===== config.mk =====
export PLATFORM = sky130hd
export DESIGN_NAME = mem_arbiter_flat
export DESIGN_NICKNAME = d
export VERILOG_FILES = /design/src/rtl/mem_arb_pkg.sv /design/src/rtl/mem_arbiter_if.sv /design/src/rtl/mem_arbiter.sv /design/src/flat_wrapper.sv
export SDC_FILE = /design/constraint.sdc
export NUM_CORES = 1
export LEC_CHECK = 0
export ABC_AREA = 1
export CORE_MARGIN = 2
export CORE_UTILIZATION = 32
export CTS_BUF_LIST = sky130_fd_sc_hd__clkbuf_16
export CTS_CLUSTER_DIAMETER = 150
export DETAILED_ROUTE_END_ITERATION = 10
export GPL_TIMING_DRIVEN = 1
export PLACE_DENSITY = 0.76
export SLEW_MARGIN = 20
export SYNTH_ARGS = -nofsm -noshare
export SYNTH_HDL_FRONTEND = slang
export SYNTH_SLANG_ARGS = --single-unit

===== constraint.sdc =====
create_clock -name clk -period 1.4 [get_ports clk]
set_clock_uncertainty 0.15 [all_clocks]
set_input_delay 0.14 -clock clk [delete_from_list [all_inputs] [get_ports clk]]
set_output_delay 0.14 -clock clk [all_outputs]
set_load 0.01 [all_outputs]

===== src/rtl/mem_arb_pkg.sv =====
// Shared constants and types for the program/data memory arbiter.
package mem_arb_pkg;

    localparam int MEM_ADDR_W    = 5;
    localparam int MEM_DATA_W    = 8;
    localparam int DEF_MAX_BURST = 4;
    localparam int BCNT_W        = 4;

    typedef enum logic [1:0] {
        OWN_IDLE,
        OWN_CPU,
        OWN_EXT
    } owner_t;

endpackage


===== src/rtl/mem_arbiter_if.sv =====
// Requester port of the memory arbiter: one instance for the CPU, one for the external port.
interface mem_arbiter_if import mem_arb_pkg::*; #(
    parameter int ADDR_W = MEM_ADDR_W,
    parameter int DATA_W = MEM_DATA_W
) ();

    // Handshake: req/we/addr/wdata are held until gnt=1 is sampled at a rising
    // edge; that edge completes the access. For reads, valid/rdata follow for
    // exactly one cycle after the grant cycle. Writes never raise valid.
    logic              req;
    logic              we;
    logic [ADDR_W-1:0] addr;
    logic [DATA_W-1:0] wdata;
    logic              gnt;
    logic              valid;
    logic [DATA_W-1:0] rdata;

    modport master (
        output req, we, addr, wdata,
        input  gnt, valid, rdata
    );

    modport slave (
        input  req, we, addr, wdata,
        output gnt, valid, rdata
    );

endinterface


===== src/rtl/mem_arbiter.sv =====
// Fixed-priority CPU/external arbiter for the 32x8 memory with a starvation-bounding burst counter.
// Optional ARB_EXT_LOCK_EN adds an ext_lock input that keeps the external port in ownership.
module mem_arbiter import mem_arb_pkg::*; #(
    parameter int ADDR_W    = MEM_ADDR_W,
    parameter int DATA_W    = MEM_DATA_W,
    parameter int MAX_BURST = DEF_MAX_BURST
) (
    input  logic              clk,
    input  logic              rst,
    mem_arbiter_if.slave      cpu,
    mem_arbiter_if.slave      ext,
`ifdef ARB_EXT_LOCK_EN
    input  logic              ext_lock,
`endif
    output logic              mem_rd,
    output logic              mem_wr,
    output logic [ADDR_W-1:0] mem_addr,
    output logic [DATA_W-1:0] mem_wdata,
    input  logic [DATA_W-1:0] mem_rdata,
    output owner_t            dbg_owner,
    output logic [BCNT_W-1:0] dbg_bcnt
);

    localparam logic [BCNT_W-1:0] BURST_LIM = BCNT_W'(MAX_BURST);

    owner_t            owner_q, owner_d;
    logic [BCNT_W-1:0] bcnt_q, bcnt_d;
    logic              cpu_win, ext_win;
    logic              locked;
    logic              burst_hit;

    logic              cpu_rd_q, ext_rd_q;
    logic [DATA_W-1:0] cpu_rdata_q, ext_rdata_q;

    always_comb begin
        locked    = 1'b0;
`ifdef ARB_EXT_LOCK_EN
        locked    = (owner_q == OWN_EXT) && ext_lock;
`endif
        burst_hit = (bcnt_q >= BURST_LIM);
        cpu_win   = 1'b0;
        ext_win   = 1'b0;
        if (!rst) begin
            if (locked) begin
                ext_win = ext.req;
            end else if (cpu.req && (!ext.req || !burst_hit)) begin
                cpu_win = 1'b1;
            end else if (ext.req) begin
                ext_win = 1'b1;
            end
        end
    end

    always_comb begin
        mem_rd    = 1'b0;
        mem_wr    = 1'b0;
        mem_addr  = '0;
        mem_wdata = '0;
        if (cpu_win) begin
            mem_rd    = ~cpu.we;
            mem_wr    = cpu.we;
            mem_addr  = cpu.addr;
            mem_wdata = cpu.wdata;
        end else if (ext_win) begin
            mem_rd    = ~ext.we;
            mem_wr    = ext.we;
            mem_addr  = ext.addr;
            mem_wdata = ext.wdata;
        end
    end

    assign cpu.gnt = cpu_win;
    assign ext.gnt = ext_win;

    // Owner records the last cycle's grant; it drives the lock window.
    always_comb begin
        owner_d = OWN_IDLE;
        if (cpu_win) begin
            owner_d = OWN_CPU;
        end else if (ext_win) begin
            owner_d = OWN_EXT;
        end
    end

    always_comb begin
        bcnt_d = bcnt_q;
        if (ext_win || !ext.req || locked) begin
            bcnt_d = '0;
        end else if (cpu_win && !burst_hit) begin
            bcnt_d = bcnt_q + 1'b1;
        end
    end

    always_ff @(posedge clk) begin
        if (rst) begin
            owner_q <= OWN_IDLE;
            bcnt_q  <= '0;
        end else begin
            owner_q <= owner_d;
            bcnt_q  <= bcnt_d;
        end
    end

    always_ff @(posedge clk) begin
        if (rst) begin
            cpu_rd_q    <= 1'b0;
            ext_rd_q    <= 1'b0;
            cpu_rdata_q <= '0;
            ext_rdata_q <= '0;
        end else begin
            cpu_rd_q <= cpu_win & ~cpu.we;
            ext_rd_q <= ext_win & ~ext.we;
            if (cpu_win && !cpu.we) begin
                cpu_rdata_q <= mem_rdata;
            end
            if (ext_win && !ext.we) begin
                ext_rdata_q <= mem_rdata;
            end
        end
    end

    // Gated by rst so a read granted just before reset never shows valid data.
    assign cpu.valid = cpu_rd_q & ~rst;
    assign ext.valid = ext_rd_q & ~rst;
    assign cpu.rdata = rst ? '0 : cpu_rdata_q;
    assign ext.rdata = rst ? '0 : ext_rdata_q;

    assign dbg_owner = owner_q;
    assign dbg_bcnt  = bcnt_q;

endmodule


===== src/flat_wrapper.sv =====
// flat-port wrapper written by rule: the top's interface ports become plain ports
module mem_arbiter_flat import mem_arb_pkg::*;
#(
    parameter int ADDR_W    = MEM_ADDR_W,
    parameter int DATA_W    = MEM_DATA_W,
    parameter int MAX_BURST = DEF_MAX_BURST
)
  (clk, rst, mem_rd, mem_wr, mem_addr, mem_wdata, mem_rdata, dbg_owner, dbg_bcnt, cpu_req, cpu_we, cpu_addr, cpu_wdata, cpu_gnt, cpu_valid, cpu_rdata, ext_req, ext_we, ext_addr, ext_wdata, ext_gnt, ext_valid, ext_rdata);
  mem_arbiter_if #(.ADDR_W(ADDR_W), .DATA_W(DATA_W)) cpu_i ();
  mem_arbiter_if #(.ADDR_W(ADDR_W), .DATA_W(DATA_W)) ext_i ();
  input  logic clk;
  input  logic rst;
  output logic mem_rd;
  output logic mem_wr;
  output logic [ADDR_W-1:0] mem_addr;
  output logic [DATA_W-1:0] mem_wdata;
  input  logic [DATA_W-1:0] mem_rdata;
  output owner_t dbg_owner;
  output logic [BCNT_W-1:0] dbg_bcnt;
  input wire logic [$bits(cpu_i.req)-1:0] cpu_req;
  input wire logic [$bits(cpu_i.we)-1:0] cpu_we;
  input wire logic [$bits(cpu_i.addr)-1:0] cpu_addr;
  input wire logic [$bits(cpu_i.wdata)-1:0] cpu_wdata;
  output wire logic [$bits(cpu_i.gnt)-1:0] cpu_gnt;
  output wire logic [$bits(cpu_i.valid)-1:0] cpu_valid;
  output wire logic [$bits(cpu_i.rdata)-1:0] cpu_rdata;
  input wire logic [$bits(ext_i.req)-1:0] ext_req;
  input wire logic [$bits(ext_i.we)-1:0] ext_we;
  input wire logic [$bits(ext_i.addr)-1:0] ext_addr;
  input wire logic [$bits(ext_i.wdata)-1:0] ext_wdata;
  output wire logic [$bits(ext_i.gnt)-1:0] ext_gnt;
  output wire logic [$bits(ext_i.valid)-1:0] ext_valid;
  output wire logic [$bits(ext_i.rdata)-1:0] ext_rdata;
  assign cpu_i.req = cpu_req;
  assign cpu_i.we = cpu_we;
  assign cpu_i.addr = cpu_addr;
  assign cpu_i.wdata = cpu_wdata;
  assign cpu_gnt = cpu_i.gnt;
  assign cpu_valid = cpu_i.valid;
  assign cpu_rdata = cpu_i.rdata;
  assign ext_i.req = ext_req;
  assign ext_i.we = ext_we;
  assign ext_i.addr = ext_addr;
  assign ext_i.wdata = ext_wdata;
  assign ext_gnt = ext_i.gnt;
  assign ext_valid = ext_i.valid;
  assign ext_rdata = ext_i.rdata;
  mem_arbiter #(.ADDR_W(ADDR_W), .DATA_W(DATA_W), .MAX_BURST(MAX_BURST)) u_core (.clk(clk), .rst(rst), .cpu(cpu_i), .ext(ext_i), .mem_rd(mem_rd), .mem_wr(mem_wr), .mem_addr(mem_addr), .mem_wdata(mem_wdata), .mem_rdata(mem_rdata), .dbg_owner(dbg_owner), .dbg_bcnt(dbg_bcnt));
endmodule

==> summary.txt, run 1 <==
Status: finished, violations left
Failing checks: negative setup slack
Vias: 1592
Clock Root Buffer: clkbuf_16
TritonCTS clock tree: built
Total power: 2.070 mW
RSZ-0062 raised after global routing: true
CP required: 1110 ps
GRT Util Overall: 22.35%
1st-iter DRT viols: 52
Core Area: 3661 µm²
Syn. warnings: 0
Gpl congestion: 0.7402
IO Count: 81
Hold Crit Start: rst
Syn_area_per_cell: 6.367 µm²
Most frequent cells in the layout: nand2_1 (57), clkdlybuf4s50_1 (37), inv_1 (24), nor2_1 (23)
CP Class: reg2out
Die height: 65.81 µm
Largest net degree at the start of global routing: 18
Later-pin clock latency in the skew report: 260 ps
Num CTS Buffers: 3
Commonest non-fill, non-tap cell in the layout: nand2_1
Synth cell types: 21
Final HPWL DP: 2734 µm
Cells after Synth: 192
Syn-to-layout area delta: 119.4%
WHS: 267.7 ps
Routed WL: 5292 µm
# diodes: 0
Hold path cells: 3
Worst hold endpoint: u_core.dbg_owner[0]
Setup WS post-layout: -357.1 ps
Cell area after placement: 2173 µm²
Final cycle utilization of the critical path: 125.5%
Min Tclk post-route: 1757 ps
Full die area: 4330 µm²
Pwr dens: 771.6 nW/µm²
Total congestion overflow: 0
Max-cap violations: 0
Mapped cell area: 1222 µm²
Maximum fanout along the worst path: 5
Place WS: -706.7 ps
Final Slew Violations: 0
Routed len/inst: 14.87 µm
Final Non-Filler Cells: 356
First-pass GRT wire length: 7300 µm
Number of global-route vias before repair: 1575
R2r worst-path depth: 9
Die width: 65.81 µm
Crit Reg-Reg Startpoint: u_core.dbg_bcnt[3]
VDD IR max: 0.5823 mV
Sink Count: 24
CP Capture Type: primary output
R2r setup slk: -260 ps
Initial antenna violation count: 0
I/O Buffers: 80
Post-route cell area: 2683 µm²
DRC violations left: 0
Final nets: 350
Setup TNS: -8646 ps
Endpoints failing hold: 0
H-tree depth: 1
Via-to-Cell Ratio: 4.472
Final ANT Viol Nets: 0
Placed instance count: 330
Clock-pin slew on the worst setup and hold paths: 60 ps
Hold Crit Class: in2reg
Share of layout cells above drive strength 1: 39.29%
Fmax: 0.5691 GHz
Syn_nets: 233
Total of flip-flops plus latches after synthesis: 24
Post-synthesis sequential area ratio: 39.30%
Crit path DAT: 1470 ps
Worst Setup SP: u_core.dbg_bcnt[3]
DR pass1 iterations: 4
FP Rows: 22
Final setup violation count: 36
Fin util: 73.27%
Launching element type of the critical path: register
Max clock buf depth: 2
Worst r2r dst: u_core.ext_rdata_q[0]
Leakage dissipation: 1.408 nW
Initial Util: 33.39%
[sequential cells by signal, indices dropped and copies added (netlist names)]
register,count
u_core.cpu_rd_q,1
u_core.dbg_owner,2
u_core.cpu_rdata_q,8
u_core.dbg_bcnt,4
u_core.ext_rd_q,1
u_core.ext_rdata_q,8
[critical path: stages (launching register included)]
cell	delay, ps
dfxtp_2	350
nor2_4	50
o21ai_4	220
nand2_4	110
inv_6	90
buf_6	100
buf_6	80
nand2_2	30
nand2_1	40
buf_2	130
[cell type report]
type                            instances  area [µm²]
Tap cell                               48       60.06
Timing Repair inverter                  2       25.02
Fill cell                             279       978.4
Timing Repair Buffer                  115        1152
Clock buffer                            3       75.07
Multi-Input combinational cell        135       734.5
Inverter                               28       122.6
Sequential cell                        24       483.0
Clock inverter                          1       30.03
[report_power, final]
part           switching (mW)  total (mW)  internal [mW]
registers             0.00963       0.722          0.713
logic                   0.242       0.528          0.286
clock network           0.251       0.820          0.569
total                   0.503        2.07           1.57
[cells in the mapped netlist]
cell      instances  share of area, %
buf_2             3               1.2
inv_2             3              0.92
a21oi_1           1              0.41
inv_1            24               7.4
clkinv_1          1              0.31
o22ai_1           1              0.51
nor2_4            2               1.8
nand2_2           1              0.51
conb_1            1              0.31
nor2_2            8               4.1
buf_6             2               1.8
nand2_4           1              0.92
o21ai_4           1               1.3
ha_1              1               1.0
nand3_4           1               1.4
nor2_1           32               9.8
nor3_1            1              0.41
xnor2_1           1              0.72
dfxtp_1          24                39
nand2_1          82                25
nand4_1           1              0.51
[cells by family (layout without fill, tap and decap cells)]
kind of cell | after synthesis | after routing | synth area share, %
other | 1 | 1 | 0.3068
AO/OA/AOI/OAI | 3 | 3 | 2.252
AND/OR/NAND/NOR | 129 | 129 | 44.73
XOR/XNOR | 1 | 1 | 0.7166
buffers and inverters | 33 | 149 | 11.67
adder cells (fa/ha/maj) | 1 | 1 | 1.023
flip-flops | 24 | 24 | 39.30
[per-layer routing]
metal | share of wire, % | GRT usage, %
met5 | 0 | 0
met4 | 4.5 | 9.635
met3 | 4.0 | 3.237
met2 | 55 | 43.56
met1 | 37 | 23.31
[how the worst max path moves through the flow]
stage | to | slack, ps
floorplan | mem_addr[2] | 20
global placement | mem_addr[0] | -700
detailed placement | mem_addr[0] | -710
CTS | mem_wdata[1] | -330
global route | mem_wdata[5] | -420
finish | mem_wdata[0] | -360
[repair_timing]
action	4_1_cts	5_1_grt
endpoints found under the setup margin	56	41
pin swaps	10	15
hold buffers	0	0
gates cloned	4	2
setup buffers	13	10
resized for setup	151	46
Note: power is estimated with default switching activity, not from simulation.
==> run 2: changes to the inputs <==
Settings changed: GPL_ROUTABILITY_DRIVEN from default to 0.
==> results of run 2 <==
Same layout as run 1: the final DEF is identical, and so are final timing and power.
==> run 3: changes to the inputs <==
--- a/config.mk
+++ b/config.mk
@@ -9,3 +9,3 @@
 export CORE_MARGIN = 2
-export CORE_UTILIZATION = 32
+export CORE_UTILIZATION = 38
 export CTS_BUF_LIST = sky130_fd_sc_hd__clkbuf_16
@@ -15,3 +15,3 @@
 export GPL_TIMING_DRIVEN = 1
-export PLACE_DENSITY = 0.76
+export PLACE_DENSITY = 0.84
 export SLEW_MARGIN = 20
==> constraint.sdc (replaced) <==
create_clock -name clk -period 2.3 [get_ports clk]
set_clock_uncertainty 0.15 [all_clocks]
set_input_delay 0.23 -clock clk [delete_from_list [all_inputs] [get_ports clk]]
set_output_delay 0.23 -clock clk [all_outputs]
set_load 0.02 [all_outputs]
==> summary.txt, run 3 (synthesized netlist as in run 1, its figures left out) <==
Min Tclk post-route: 2212 ps
Final Non-Filler Cells: 327
DRC violations left: 0
CP Capture Type: primary output
CP required: 1920 ps
Clock Root Buffer: clkbuf_16
FP Rows: 20
Total congestion overflow: 0
Num CTS Buffers: 3
RSZ-0062 raised after global routing: false
Hold Buf Count CTS: 0
I/O Buffers: 80
Initial antenna violation count: 0
Routed len/inst: 10.14 µm
Endpoints failing hold: 0
TritonCTS clock tree: built
Vias: 1382
Largest net degree at the start of global routing: 18
Fin util: 73.24%
Place WS: -76.30 ps
Setup bufs post-CTS: 0
Core Area: 3053 µm²
Sequential Area: 480.5 µm²
Fmax: 0.4520 GHz
CP Class: in2out
Crit path DAT: 1830 ps
Setup WS post-layout: 87.85 ps
Maximum fanout along the worst path: 14
Metal3 WL: 373 µm
Crit Reg-Reg Startpoint: u_core.dbg_bcnt[2]
Pwr dens: 531.6 nW/µm²
1st-iter DRT viols: 40
# diodes: 0
Commonest non-fill, non-tap cell in the layout: nand2_1
Worst r2r dst: u_core.ext_rdata_q[6]
First-pass GRT wire length: 5009 µm
Routed WL: 3315 µm
Final HPWL DP: 2567 µm
GRT Util Overall: 18.17%
Max-cap violations: 0
Hold path cells: 4
Final cycle utilization of the critical path: 96.18%
IO Count: 81
Full die area: 3686 µm²
Later-pin clock latency in the skew report: 250 ps
Number of global-route vias before repair: 1212
Placed instance count: 323
M1 WL: 1304 µm
H-tree depth: 1
Syn-to-layout area delta: 82.91%
Die height: 60.72 µm
Worst Setup SP: ext_req
R2r worst-path depth: 8
DR pass1 iterations: 4
Max clock buf depth: 2
Share of layout cells above drive strength 1: 11.66%
Fillers: 256
DR WL met2: 1621 µm
VDD IR max: 0.5365 mV
Final ANT Viol Nets: 0
Worst hold endpoint: u_core.cpu_rdata_q[7]
Die width: 60.72 µm
Hold Crit Class: reg2reg
Final setup violation count: 0
Launching element type of the critical path: input pin
Setup TNS: 0 ps
Status: finished clean
Most frequent cells in the layout: nand2_1 (82), clkdlybuf4s50_1 (65), nor2_1 (32), inv_1 (24), dfxtp_1 (24)
Hold Crit Start: u_core.cpu_rdata_q[7]
Sink Count: 24
Top sig layer: met4
Via-to-Cell Ratio: 4.226
Area of the multi-input gates: 599.3 µm²
Leakage dissipation: 1.126 nW
R2r setup slk: 730 ps
Clock-pin slew on the worst setup and hold paths: 60 ps
Final nets: 325
Final Slew Violations: 0
Initial Util: 40.04%
run 3: cell count changes in the layout (fill, tap and decap cells not counted), moves of 8 or more:
cell / before / now
buf_2: 14 / 0
nand2_1: 57 / 82
clkdlybuf4s15_2: 8 / 0
nor2_1: 23 / 32
buf_6: 15 / 0
nand2_2: 22 / 1
clkdlybuf4s50_1: 37 / 65
run 3: area by class of cell:
cell class	instances	area share [%]
timing repair buffer	92	39.73
multi-input combinational	135	26.80
sequential	24	21.49
inverter	28	4.813
clock buffer	3	3.358
tap	44	2.462
clock inverter	1	1.343
run 3: report_power, final:
group	total (mW)	switching, mW	internal [mW]
Sequential	0.439	0.00590	0.434
Clock	0.488	0.143	0.346
Combinational	0.261	0.125	0.136
run 3: worst max path at each step:
stage | endpoint | slack, ps
4_1_cts | mem_rd | 50
3_5_place_dp | mem_wdata[1] | -80
5_1_grt | ext_gnt | 10
3_3_place_gp | mem_addr[0] | -10
6_report | ext_gnt | 90
2_1_floorplan | mem_addr[2] | 600
run 3: metrics by stage:
| stage | total power, mW | hold WS (ps) | cell area (µm²) |
|---|---|---|---|
| floorplan | 0.5639 | 183.1 | 1222 |
| global placement | 0.7171 | 352.9 | 2143 |
| detailed placement | 0.7212 | 357.4 | 2143 |
| CTS | 1.198 | 369.5 | 2233 |
| global route | 1.238 | 398.4 | 2236 |
| finish | 1.189 | 364.4 | 2236 |
run 3: repair_timing:
item | 4_1_cts | 5_1_grt
gates resized for setup | 15 | 1
pin swaps | 0 | 0
hold endpoints to repair | 0 | 0
endpoints found under the setup margin | 14 | 1
run 3: layer usage:
metal	track usage, %	up-vias
li1	-	736
met1	18.15	585
met2	35.33	59
met3	5.117	2
met4	6.522	0
met5	0	-
run 3: critical path, stage by stage:
cell             delay, ps
clkdlybuf4s50_1        480
inv_2                   60
o21ai_4                200
nand2_2                110
inv_4                  140
clkdlybuf4s50_1        620
